File: config.mk
export PLATFORM = sky130hd
export DESIGN_NAME = register_file_sequencer
export DESIGN_NICKNAME = d
export VERILOG_FILES = /design/src/rtl/rf_seq_pkg.sv /design/src/rtl/register_file_sequencer.sv
export SDC_FILE = /design/constraint.sdc
export NUM_CORES = 1
export LEC_CHECK = 0
export CAP_MARGIN = 20
export CORE_UTILIZATION = 40
export CTS_BUF_LIST = sky130_fd_sc_hd__clkbuf_4
export CTS_CLUSTER_DIAMETER = 120
export DETAILED_ROUTE_END_ITERATION = 6
export GPL_TIMING_DRIVEN = 0
export PLACE_DENSITY = 0.79
export REMOVE_ABC_BUFFERS = 1
export SKIP_LAST_GASP = 1
export SLEW_MARGIN = 10
export SYNTH_ARGS = -nofsm -noshare
export SYNTH_HDL_FRONTEND = slang
export SYNTH_SLANG_ARGS = --single-unit
File: constraint.sdc
create_clock -name Clock -period 2.4 [get_ports Clock]
set_input_delay 0.48 -clock Clock [delete_from_list [all_inputs] [get_ports Clock]]
set_output_delay 0.48 -clock Clock [all_outputs]
set_load 0.05 [all_outputs]
File: src/rtl/rf_seq_pkg.sv
// Shared types and sizes for the register-file maintenance sequencer.
package rf_seq_pkg;

    localparam int unsigned RF_ADDR_W = 6;
    localparam int unsigned RF_DATA_W = 16;

    typedef enum logic [1:0] {
        OP_LOAD  = 2'd0,
        OP_COPY  = 2'd1,
        OP_SWAP  = 2'd2,
        OP_CLEAR = 2'd3
    } rf_op_t;

    typedef enum logic [2:0] {
        ST_IDLE   = 3'd0,
        ST_READ   = 3'd1,
        ST_WRITE1 = 3'd2,
        ST_WRITE2 = 3'd3,
        ST_CLEAR  = 3'd4,
        ST_DONE   = 3'd5
    } rf_seq_state_t;

endpackage

File: src/rtl/register_file_sequencer.sv
// Command-driven initiator for the register file: LOAD, COPY, SWAP and
// CLEAR-range commands, one per valid/ready handshake. All outputs are
// flops loaded with the values that belong to the next state, so the
// register-file ports never see a combinational path from RfReadData*.
module register_file_sequencer
    import rf_seq_pkg::*;
#(
    parameter int unsigned DataWidth = RF_DATA_W,
    parameter int unsigned AddrWidth = RF_ADDR_W
) (
    input  logic                 Clock,
    input  logic                 nReset,
    input  logic                 CmdValid,
    output logic                 CmdReady,
    input  logic [1:0]           CmdOp,
    input  logic [AddrWidth-1:0] CmdRegA,
    input  logic [AddrWidth-1:0] CmdRegB,
    input  logic [DataWidth-1:0] CmdImm,
    output logic                 Busy,
    output logic                 Done,
    output logic [AddrWidth-1:0] RfAddressA,
    output logic [AddrWidth-1:0] RfAddressB,
    output logic [DataWidth-1:0] RfWriteData,
    output logic                 RfWriteEnable,
    input  logic [DataWidth-1:0] RfReadDataA,
    input  logic [DataWidth-1:0] RfReadDataB
);

    rf_seq_state_t        state_q, state_d;
    rf_op_t               op_q, op_d;
    logic [AddrWidth-1:0] reg_a_q, reg_a_d;
    logic [AddrWidth-1:0] reg_b_q, reg_b_d;
    logic [DataWidth-1:0] hold_a_q, hold_a_d;
    logic [DataWidth-1:0] hold_b_q, hold_b_d;
    // One bit wider than an address so a range ending at the top register
    // cannot alias back to zero.
    logic [AddrWidth:0]   ptr_q, ptr_d;
    logic [AddrWidth:0]   ptr_next;

    logic                 cmd_ready_q, cmd_ready_d;
    logic                 busy_q, busy_d;
    logic                 done_q, done_d;
    logic [AddrWidth-1:0] rf_addr_a_q, rf_addr_a_d;
    logic [AddrWidth-1:0] rf_addr_b_q, rf_addr_b_d;
    logic [DataWidth-1:0] rf_wdata_q, rf_wdata_d;
    logic                 rf_we_q, rf_we_d;

    assign ptr_next = ptr_q + 1'b1;

    // Next-state, captured command fields and next-cycle port values.
    always_comb begin
        state_d     = state_q;
        op_d        = op_q;
        reg_a_d     = reg_a_q;
        reg_b_d     = reg_b_q;
        hold_a_d    = hold_a_q;
        hold_b_d    = hold_b_q;
        ptr_d       = ptr_q;
        rf_addr_a_d = '0;
        rf_addr_b_d = '0;
        rf_wdata_d  = '0;
        rf_we_d     = 1'b0;

        case (state_q)
            ST_IDLE: begin
                if (CmdValid) begin
                    op_d    = rf_op_t'(CmdOp);
                    reg_a_d = CmdRegA;
                    reg_b_d = CmdRegB;
                    case (rf_op_t'(CmdOp))
                        OP_LOAD: begin
                            state_d     = ST_WRITE1;
                            rf_addr_a_d = CmdRegA;
                            rf_wdata_d  = CmdImm;
                            rf_we_d     = 1'b1;
                        end
                        OP_COPY: begin
                            state_d     = ST_READ;
                            rf_addr_b_d = CmdRegB;
                        end
                        OP_SWAP: begin
                            state_d     = ST_READ;
                            rf_addr_a_d = CmdRegA;
                            rf_addr_b_d = CmdRegB;
                        end
                        default: begin
                            if (CmdRegA > CmdRegB) begin
                                state_d = ST_DONE;
                            end else begin
                                state_d     = ST_CLEAR;
                                ptr_d       = {1'b0, CmdRegA};
                                rf_addr_a_d = CmdRegA;
                                rf_we_d     = 1'b1;
                            end
                        end
                    endcase
                end
            end
            ST_READ: begin
                hold_b_d = RfReadDataB;
                if (op_q == OP_SWAP) begin
                    hold_a_d = RfReadDataA;
                end
                // The data flop is loaded alongside HoldB, so WRITE1 drives
                // the held value rather than a live read.
                state_d     = ST_WRITE1;
                rf_addr_a_d = reg_a_q;
                rf_wdata_d  = RfReadDataB;
                rf_we_d     = 1'b1;
            end
            ST_WRITE1: begin
                if (op_q == OP_SWAP) begin
                    state_d     = ST_WRITE2;
                    rf_addr_a_d = reg_b_q;
                    rf_wdata_d  = hold_a_q;
                    rf_we_d     = 1'b1;
                end else begin
                    state_d = ST_DONE;
                end
            end
            ST_WRITE2: begin
                state_d = ST_DONE;
            end
            ST_CLEAR: begin
                if (ptr_q == {1'b0, reg_b_q}) begin
                    state_d = ST_DONE;
                end else begin
                    ptr_d       = ptr_next;
                    rf_addr_a_d = ptr_next[AddrWidth-1:0];
                    rf_we_d     = 1'b1;
                end
            end
            ST_DONE: begin
                state_d = ST_IDLE;
            end
            default: begin
                state_d = ST_IDLE;
            end
        endcase

        cmd_ready_d = (state_d == ST_IDLE);
        busy_d      = (state_d != ST_IDLE);
        done_d      = (state_d == ST_DONE);
    end

    // FSM state, command/hold registers and registered outputs.
    always_ff @(posedge Clock or negedge nReset) begin
        if (!nReset) begin
            state_q     <= ST_IDLE;
            op_q        <= OP_LOAD;
            reg_a_q     <= '0;
            reg_b_q     <= '0;
            hold_a_q    <= '0;
            hold_b_q    <= '0;
            ptr_q       <= '0;
            cmd_ready_q <= 1'b1;
            busy_q      <= 1'b0;
            done_q      <= 1'b0;
            rf_addr_a_q <= '0;
            rf_addr_b_q <= '0;
            rf_wdata_q  <= '0;
            rf_we_q     <= 1'b0;
        end else begin
            state_q     <= state_d;
            op_q        <= op_d;
            reg_a_q     <= reg_a_d;
            reg_b_q     <= reg_b_d;
            hold_a_q    <= hold_a_d;
            hold_b_q    <= hold_b_d;
            ptr_q       <= ptr_d;
            cmd_ready_q <= cmd_ready_d;
            busy_q      <= busy_d;
            done_q      <= done_d;
            rf_addr_a_q <= rf_addr_a_d;
            rf_addr_b_q <= rf_addr_b_d;
            rf_wdata_q  <= rf_wdata_d;
            rf_we_q     <= rf_we_d;
        end
    end

    assign CmdReady      = cmd_ready_q;
    assign Busy          = busy_q;
    assign Done          = done_q;
    assign RfAddressA    = rf_addr_a_q;
    assign RfAddressB    = rf_addr_b_q;
    assign RfWriteData   = rf_wdata_q;
    assign RfWriteEnable = rf_we_q;

endmodule

* After elaboration in Yosys (flattened, before gate mapping) *
Index checks and enable logic that the tools add are counted.

storage, ports and cells
  flip-flop bits (word level) = 72
  bits of input ports = 65
  output and inout bits = 32
  logic and storage cells = 69

cells by class
  muxes and demuxes = 30
  magnitude comparators = 1
  add/sub/neg operators = 1
  reductions and logical operators = 11
  equality and inequality tests = 13

operators with widths
  cell                                                                   number
  16-bit 2-to-1 mux                                                      3
  16-bit one-hot mux with 3 select lines                                 1
  6-bit 2-to-1 mux                                                       7
  7-bit 2-to-1 mux                                                       4
  6-bit one-hot mux with 4 select lines                                  1
  3-bit one-hot mux with 5 select lines                                  1
  7-bit one-hot mux with 2 select lines                                  1
  6-bit one-hot mux with 2 select lines                                  1
  3-bit 2-to-1 mux                                                       3
  2-bit inequality test, second input constant                           4
  7-bit by 1-bit adder with 7-bit output, second input constant          1
  7-bit by 6-bit equality test with 1-bit output                         1
  3-bit by 2-bit equality test with 1-bit output, second input constant  2
  3-bit equality test, second input constant                             2
  6-bit greater-than comparator                                          1
  3-bit zero test                                                        2
  3-bit one-hot mux with 2 select lines                                  1
  1-bit 2-to-1 mux                                                       5
  5-bit AND reduction                                                    1
  2-bit equality test, second input constant                             2
  1-bit one-hot mux with 4 select lines                                  1
  2-bit AND reduction                                                    2
  2-bit OR reduction                                                     2
  3-bit by 1-bit equality test with 1-bit output, second input constant  1
  6 further kinds                                                        6

* Depth between registers and ports, before layout *
Gate-level depths: netlist of the first run.

  depth after elaboration = 6
  gate-level depth with buffers = 8
  gate-level depth less buffers = 8

* Worst setup path after synthesis of the first run *
OpenSTA, ideal clock, no wires.

  path kind = in2reg
  start = input CmdRegB[5]
  end = register ptr_q[6]
  required time = 2323 ps
  setup slack = 290 ps
  stages on the path = 7
  path buffers = 0
  arrival = 2032 ps
  setup time = 77 ps
  cell sequence = inv_1 ha_1 a21o_2 nor4_4 o32ai_4 or3_2 a21oi_1

between the ends
  word-level cells in the longest chain between the ends = 3

ends and longest elaborated chain
  item                                    line                            RTL
  start: declaration                      register_file_sequencer.sv:17   input logic [AddrWidth-1:0] CmdRegB,
  6-bit greater-than comparator           register_file_sequencer.sv:87   if (CmdRegA > CmdRegB) begin
  2-bit inequality test (no source line)  n/a
  5-bit AND reduction (no source line)    n/a
  end signal: assignment                  register_file_sequencer.sv:170  ptr_q <= ptr_d;
  end: declaration                        register_file_sequencer.sv:37   logic [AddrWidth:0] ptr_q, ptr_d;

No other way between the ends.
A chain may end at the register's enable or synchronous reset.

* Worst setup path after layout of the first run *
  start = input CmdRegB[3]
  end = register rf_we_q, in the netlist RfWriteEnable

between the ends
  word-level cells in the longest chain between the ends = 5

ends and longest elaborated chain
  item                                   line                            RTL
  6-bit greater-than comparator          register_file_sequencer.sv:87
  1-bit 2-to-1 mux                       register_file_sequencer.sv:87
  1-bit one-hot mux with 2 select lines  register_file_sequencer.sv:70   case (rf_op_t'(CmdOp))
  1-bit 2-to-1 mux                       register_file_sequencer.sv:66   if (CmdValid) begin
  1-bit one-hot mux with 4 select lines  register_file_sequencer.sv:64   case (state_q)
  net rf_we_d                            register_file_sequencer.sv:46   logic rf_we_q, rf_we_d;
  end signal: assignment                 register_file_sequencer.sv:177  rf_we_q <= rf_we_d;
  end: declaration                       register_file_sequencer.sv:46

The timed path passes the listed nets, and every way through them passes these cells.

==> impl_metrics.ini, run 1 <==
[status]
status = finished clean

[cells_and_area]
stdcell_area_mm2 = 0.00464
mostFrequentLayoutCell = clkdlybuf4s50_1
diodes = 0
fillCellCount = 652
fin_cells = 486
layout-drive-gt1-share = 0.190
most-common-layout-cells = 95 x clkdlybuf4s50_1, 71 x dfrtp_1, 32 x inv_1, 30 x mux2_2, 20 x a222oi_1
syn_to_final_growth_pct = 40.4
nNetsFinal = 455
postLayoutCoreUtil = 0.591

[floorplan]
rows = 32
initial_core_util = 0.421
coreArea_mm2 = 0.00785
die_w_um = 92.9
dieArea_mm2 = 0.00863
ioPinCount = 97
chipHeight_um = 92.9

[timing]
setup_viol = 0
slew_viol_final = 0
fmax_mhz = 427
min_period_ns = 2.34
rsz0062_at_grt = yes
relSlewSlack = 0.314
tightest_slew_ns = 1.03
fin_crit_sh = 0.975
clock_skew_ns = 0.0150
finalHoldViolCount = 0

[worst_setup_path]
critPathTopFamily = simple AND/OR/NAND/NOR gates
cp-start-kind = input pin
cp.arrival_ns = 2.64
cp_cell_sequence = clkdlybuf4s50_1 -> inv_1 -> ha_1 -> nand4_1 -> a21oi_2 -> o32a_1 -> nor2_1 -> or3_2
end_kind = flip-flop
r2r_cells = 6
r2r_slack_ns = 0.11
crit_required_ns = 2.70
cp_max_fo = 5
slowest_stage = clkdlybuf4s50_1
r2r-end = ptr_q[6]
path_depth = 8
critPathKind = in2reg
path_buf_inv = 2
max_stage_delay_ns = 0.51
rr_startpoint = ptr_q[2]

[logic_synthesis]
ys.flop_type = dfrtp_1
yosys.area_share.simple = 0.102
synth_compound_area_frac = 0.129
yosys_register_bits = 72
netlist_instances = 275
ys_seq_area_frac = 0.546
postSynthAreaPerCell_um2 = 12.0
synth_top_family_by_area = compound AO/OA/AOI/OAI gates
yosys_warnings = 0
ys_types = 42
syn-cell-area_mm2 = 0.00330
synthXorXnorAreaFrac = 0.0265
ys_async_sr_fraction = 1.00
synth_edf_count = 0
synthMuxAreaShare = 0.105
synth_fa_ha_area_frac = 0.0379

[place]
placed_area_mm2 = 0.00440
hpwl_mm = 6.14
globalplace.congestion = 0.866
dp.cells = 466
port_buffers = 96

[clock_tree]
htree_num_levels = 3
path_clk_slew_ns = 0.13
cts_tree = done
cts_root_buf = clkbuf_4
clockBufferDepth = 2
clock_latency_ns = 0.43
cts.sinks = 72
cts_made_buffers = 9

[grt]
first_global_vias = 2787
grt_first_pass_wirelength_mm = 13.6
overflow = 0
grt_antenna_before_repair = 0
track_usage = 0.211
grt_max_degree = 46

[worst_hold_path]
hold-path-endpoint = RfWriteData[13]
whs_path_depth = 2
worstHoldStart = hold_a_q[13]
min_path_type = reg2reg

[routing]
wl_per_cell_um = 17.6
wl_mm = 8.53
vias_per_cell = 5.43
drcViolationCount = 0
vias = 2637
dr.pass1.iters = 5
drtIter0Drc = 190
ant_nets = 0

[power]
p_per_area_mw_per_mm2 = 1160
peakVddDrop_mv = 0.396
leakagePower_uw = 0.00213

[run]
maxCapViolations = 0
## flip-flops by register name, indices dropped and copies added (netlist names)
| register | count |
|---|---|
| RfWriteData | 16 |
| hold_a_q | 16 |
| ptr_q | 7 |
| RfAddressA | 6 |
| RfAddressB | 6 |
| reg_a_q | 6 |
| reg_b_q | 6 |
| state_q | 3 |
| op_q | 2 |
| Busy | 1 |
| CmdReady | 1 |
| Done | 1 |
| RfWriteEnable | 1 |
## repair_timing
action / 4_1_cts / 5_1_grt
hold buffers: 1 / 0
pin swaps: 1 / 2
resized for setup: 3 / 4
endpoints found under the setup margin: 32 / 11
endpoints found under the hold margin: 26 / 0
buffers inserted: 1 / 3
gates cloned: 0 / 0
## tightest hold or removal path: stages, from the launching register on
cell,delay [ns]
dfrtp_1,0.36
a222oi_1,0.06
inv_1,0.05
## worst max path at each step
stage,startpoint,end,slack (ns)
CTS,CmdRegB[3],ptr_q[6],0.02
global placement,state_q[2],hold_a_q[10],-2.46
finish,CmdRegB[3],RfWriteEnable,0.06
detailed placement,CmdValid,RfWriteData[3],-0.51
floorplan,state_q[2],hold_a_q[0],-0.74
global route,CmdRegB[5],ptr_q[6],-0.03
## metal layers
| metal | share of wire | vias to the layer above | GRT usage |
|---|---|---|---|
| met5 | 0 | - | 0 |
| met4 | 0.030 | 0 | 0.133 |
| met3 | 0.051 | 22 | 0.0419 |
| met2 | 0.52 | 90 | 0.352 |
| met1 | 0.40 | 1307 | 0.247 |
| li1 | - | 1218 | - |
## through the flow
step / TNS (ns) / hold slack [ns] / power, µW / setup WS (ns)
after global routing: -0.0489 / 0.504 / 5680 / -0.0256
after CTS: 0 / 0.484 / 5350 / 0.0196
after floorplan: -11.83 / 0.184 / 3550 / -0.738
after global placement: -182.45 / 0.460 / 4240 / -2.46
after detailed placement: -13.64 / 0.427 / 4370 / -0.509
final: 0 / 0.481 / 5370 / 0.0602
## cells in the mapped netlist, types with 2 or more instances
cell type,count,share of area
and3b_1,2,0.0053
a221o_2,3,0.010
a221oi_1,2,0.0053
dfrtp_1,71,0.54
o211ai_1,2,0.0045
clkbuf_1,8,0.0091
mux2_2,30,0.10
a21oi_1,7,0.011
inv_1,32,0.036
nand3_1,6,0.0091
xor2_1,7,0.019
xnor2_1,3,0.0080
nor3_1,7,0.011
buf_6,2,0.0068
nor3b_1,2,0.0045
ha_1,10,0.038
and3_1,6,0.011
o21ai_0,11,0.017
a222oi_1,20,0.061
or3_2,3,0.0068
nand2_1,14,0.016
nor2_1,7,0.0080
## where the power goes
| group | total [µW] | switching (µW) | internal (µW) |
|---|---|---|---|
| registers | 2030 | 329 | 1700 |
| logic | 2380 | 1330 | 1050 |
| clock network | 963 | 427 | 535 |
| total | 5370 | 2090 | 3290 |
## layout make-up
class	count	area, µm²	share of cell area
clock buffer	10	75.1	0.0162
clock inverter	5	106	0.0229
inverter	32	120	0.0259
multi-input combinational	160	1350	0.291
sequential	72	1800	0.389
tap	102	128	0.0275
timing repair buffer	105	1060	0.228
## kinds of logic after synthesis
| kind of cell | count (synthesis) |
|---|---|
| and+or+nand+nor | 58 |
| adders and majority gates | 10 |
| muxes | 31 |
| AOI/OAI and AO/OA | 51 |
| xor gates and xnor gates | 10 |
| DFF | 72 |
| buffers and inverters | 43 |
No activity file was read; power rests on OpenSTA's default activity.
==> run 2, diff against run 1 <==
--- a/config.mk
+++ b/config.mk
@@ -18,3 +18,4 @@
 export SYNTH_ARGS = -nofsm -noshare
 export SYNTH_HDL_FRONTEND = slang
 export SYNTH_SLANG_ARGS = --single-unit
+export TNS_END_PERCENT = 1
==> impl_metrics.ini, run 2 (synthesized netlist as in run 1, its figures left out) <==
[status]
status = finished, violations left
violations = setup timing

[power]
clockPowerShare = 0.180
power.switching_uw = 2070
p_per_area_mw_per_mm2 = 1160
peakVddDrop_mv = 0.396
switching_share = 0.388
power_frac_seq = 0.380
leakagePower_uw = 0.00212
p_int_uw = 3270
p_comb_frac = 0.440

[cells_and_area]
most-common-layout-cells = 95 x clkdlybuf4s50_1, 71 x dfrtp_1, 32 x inv_1, 30 x mux2_2, 20 x a222oi_1
syn_to_final_growth_pct = 39.3
diodes = 0
mostFrequentLayoutCell = clkdlybuf4s50_1
postLayoutCoreUtil = 0.587
nNetsFinal = 452
layout-drive-gt1-share = 0.176

[timing]
rsz0062_at_grt = yes
clock_skew_ns = 0.0141
min_period_ns = 2.41
tns_ns = -0.00690
finalHoldViolCount = 0
tightest_slew_ns = 1.07
postLayoutSetupSlackWorst_ns = -0.00690
hold_ws_ns = 0.478
slew_viol_final = 0
fmax_mhz = 415
setup_viol = 1
relSlewSlack = 0.288
fin_crit_sh = 1.00

[worst_setup_path]
slowest_stage = clkdlybuf4s50_1
crit_required_ns = 2.72
cp-start-kind = input pin
cp_cell_sequence = clkdlybuf4s50_1 -> inv_1 -> ha_1 -> a21oi_1 -> nor2_1 -> o32a_1 -> nand2_1 -> o211ai_1 -> o21ai_0
end_kind = flip-flop
cp.arrival_ns = 2.73
cp_max_fo = 6
max_stage_delay_ns = 0.51
critPathKind = in2reg

[floorplan]
ioPinCount = 97
coreArea_mm2 = 0.00785
initial_core_util = 0.421
die_w_um = 92.9
chipHeight_um = 92.9
rows = 32
dieArea_mm2 = 0.00863

[grt]
grt_first_pass_wirelength_mm = 13.6
first_global_vias = 2783
grt_max_degree = 46
grt_antenna_before_repair = 0
track_usage = 0.211
overflow = 0

[routing]
dr.pass1.iters = 6
vias_per_cell = 5.42
drcViolationCount = 0
drtIter0Drc = 224
vias = 2619
ant_nets = 0
wl_mm = 8.46
wl_per_cell_um = 17.5

[worst_hold_path]
min_path_type = reg2reg

[clock_tree]
clock_latency_ns = 0.43
htree_num_levels = 3
cts_root_buf = clkbuf_4
cts_made_buffers = 9
path_clk_slew_ns = 0.13
clockBufferDepth = 2
cts.sinks = 72
cts_tree = done

[run]
maxCapViolations = 0

[place]
hpwl_mm = 6.14
port_buffers = 96
place_ws_ns = -0.509
globalplace.congestion = 0.866
[run 2: changes by cell type in the layout (fill, tap and decap cells not counted), sizes merged]
cell	before	now
buf	9	6
[run 2: worst paths after layout]
kind | from | endpoint | slack [ns] | cells past startpoint
min reg2reg | hold_a_q[13] | RfWriteData[13] | 0.48 | 2
min | hold_a_q[13] | RfWriteData[13] | 0.48 | 2
max reg2reg | ptr_q[2] | ptr_q[6] | 0.06 | 6
max in group asynchronous | nReset | reg_b_q[4] | 1.35 | 3
max | CmdRegB[3] | RfAddressA[0] | -0.007 | 9
min in group asynchronous | nReset | hold_a_q[14] | 0.49 | 2
[run 2: cell type report]
cell class              instances  area (µm²)
flip-flops and latches         72        1800
repair buffers                102        1030
clock buffers                  10        75.1
fillers                       652        3240
clock inverters                 5         106
multi-input cells             160        1340
inverters                      32         120
well taps                     102         128
[run 2: power by group through the flow]
| stage | registers (µW) | clock network [µW] | logic (µW) |
|---|---|---|---|
| after floorplan | 2520 | 0 | 1030 |
| after CTS | 2020 | 982 | 2340 |
| after detailed placement | 2050 | 0 | 2330 |
| after global placement | 2020 | 0 | 2220 |
| after global routing | 2090 | 1040 | 2510 |
| final | 2030 | 962 | 2350 |
[run 2: stage by stage]
stage	cell area, µm²	std cells	total power (µW)
floorplan	3250	264	3550
global placement	4340	462	4240
detailed placement	4400	466	4370
CTS	4590	482	5340
global route	4600	483	5640
finish	4600	483	5330
[run 2: what timing repair did]
action,CTS,global route
buffers inserted,0,1
endpoints found under the hold margin,26,0
hold buffers,1,0
endpoints found under the setup margin,32,31
resized for setup,2,2
pin swaps,0,1
[run 2: per-layer routing]
metal / global-route usage / wire (µm) / share of wire / vias to the layer above
met5: 0 / 0 / 0 / -
li1: - / - / - / 1209
met3: 0.0419 / 448 / 0.053 / 21
met4: 0.132 / 225 / 0.027 / 0
met2: 0.355 / 4460 / 0.53 / 99
met1: 0.246 / 3330 / 0.39 / 1290
[run 2: critical path: cells and delay by family]
| kind | cells | cell delay [ns] |
|---|---|---|
| buffers and inverters | 2 | 0.57 |
| AO/OA/AOI/OAI | 4 | 1.16 |
| AND/OR/NAND/NOR | 2 | 0.21 |
| adder cells (fa/ha/maj) | 1 | 0.31 |
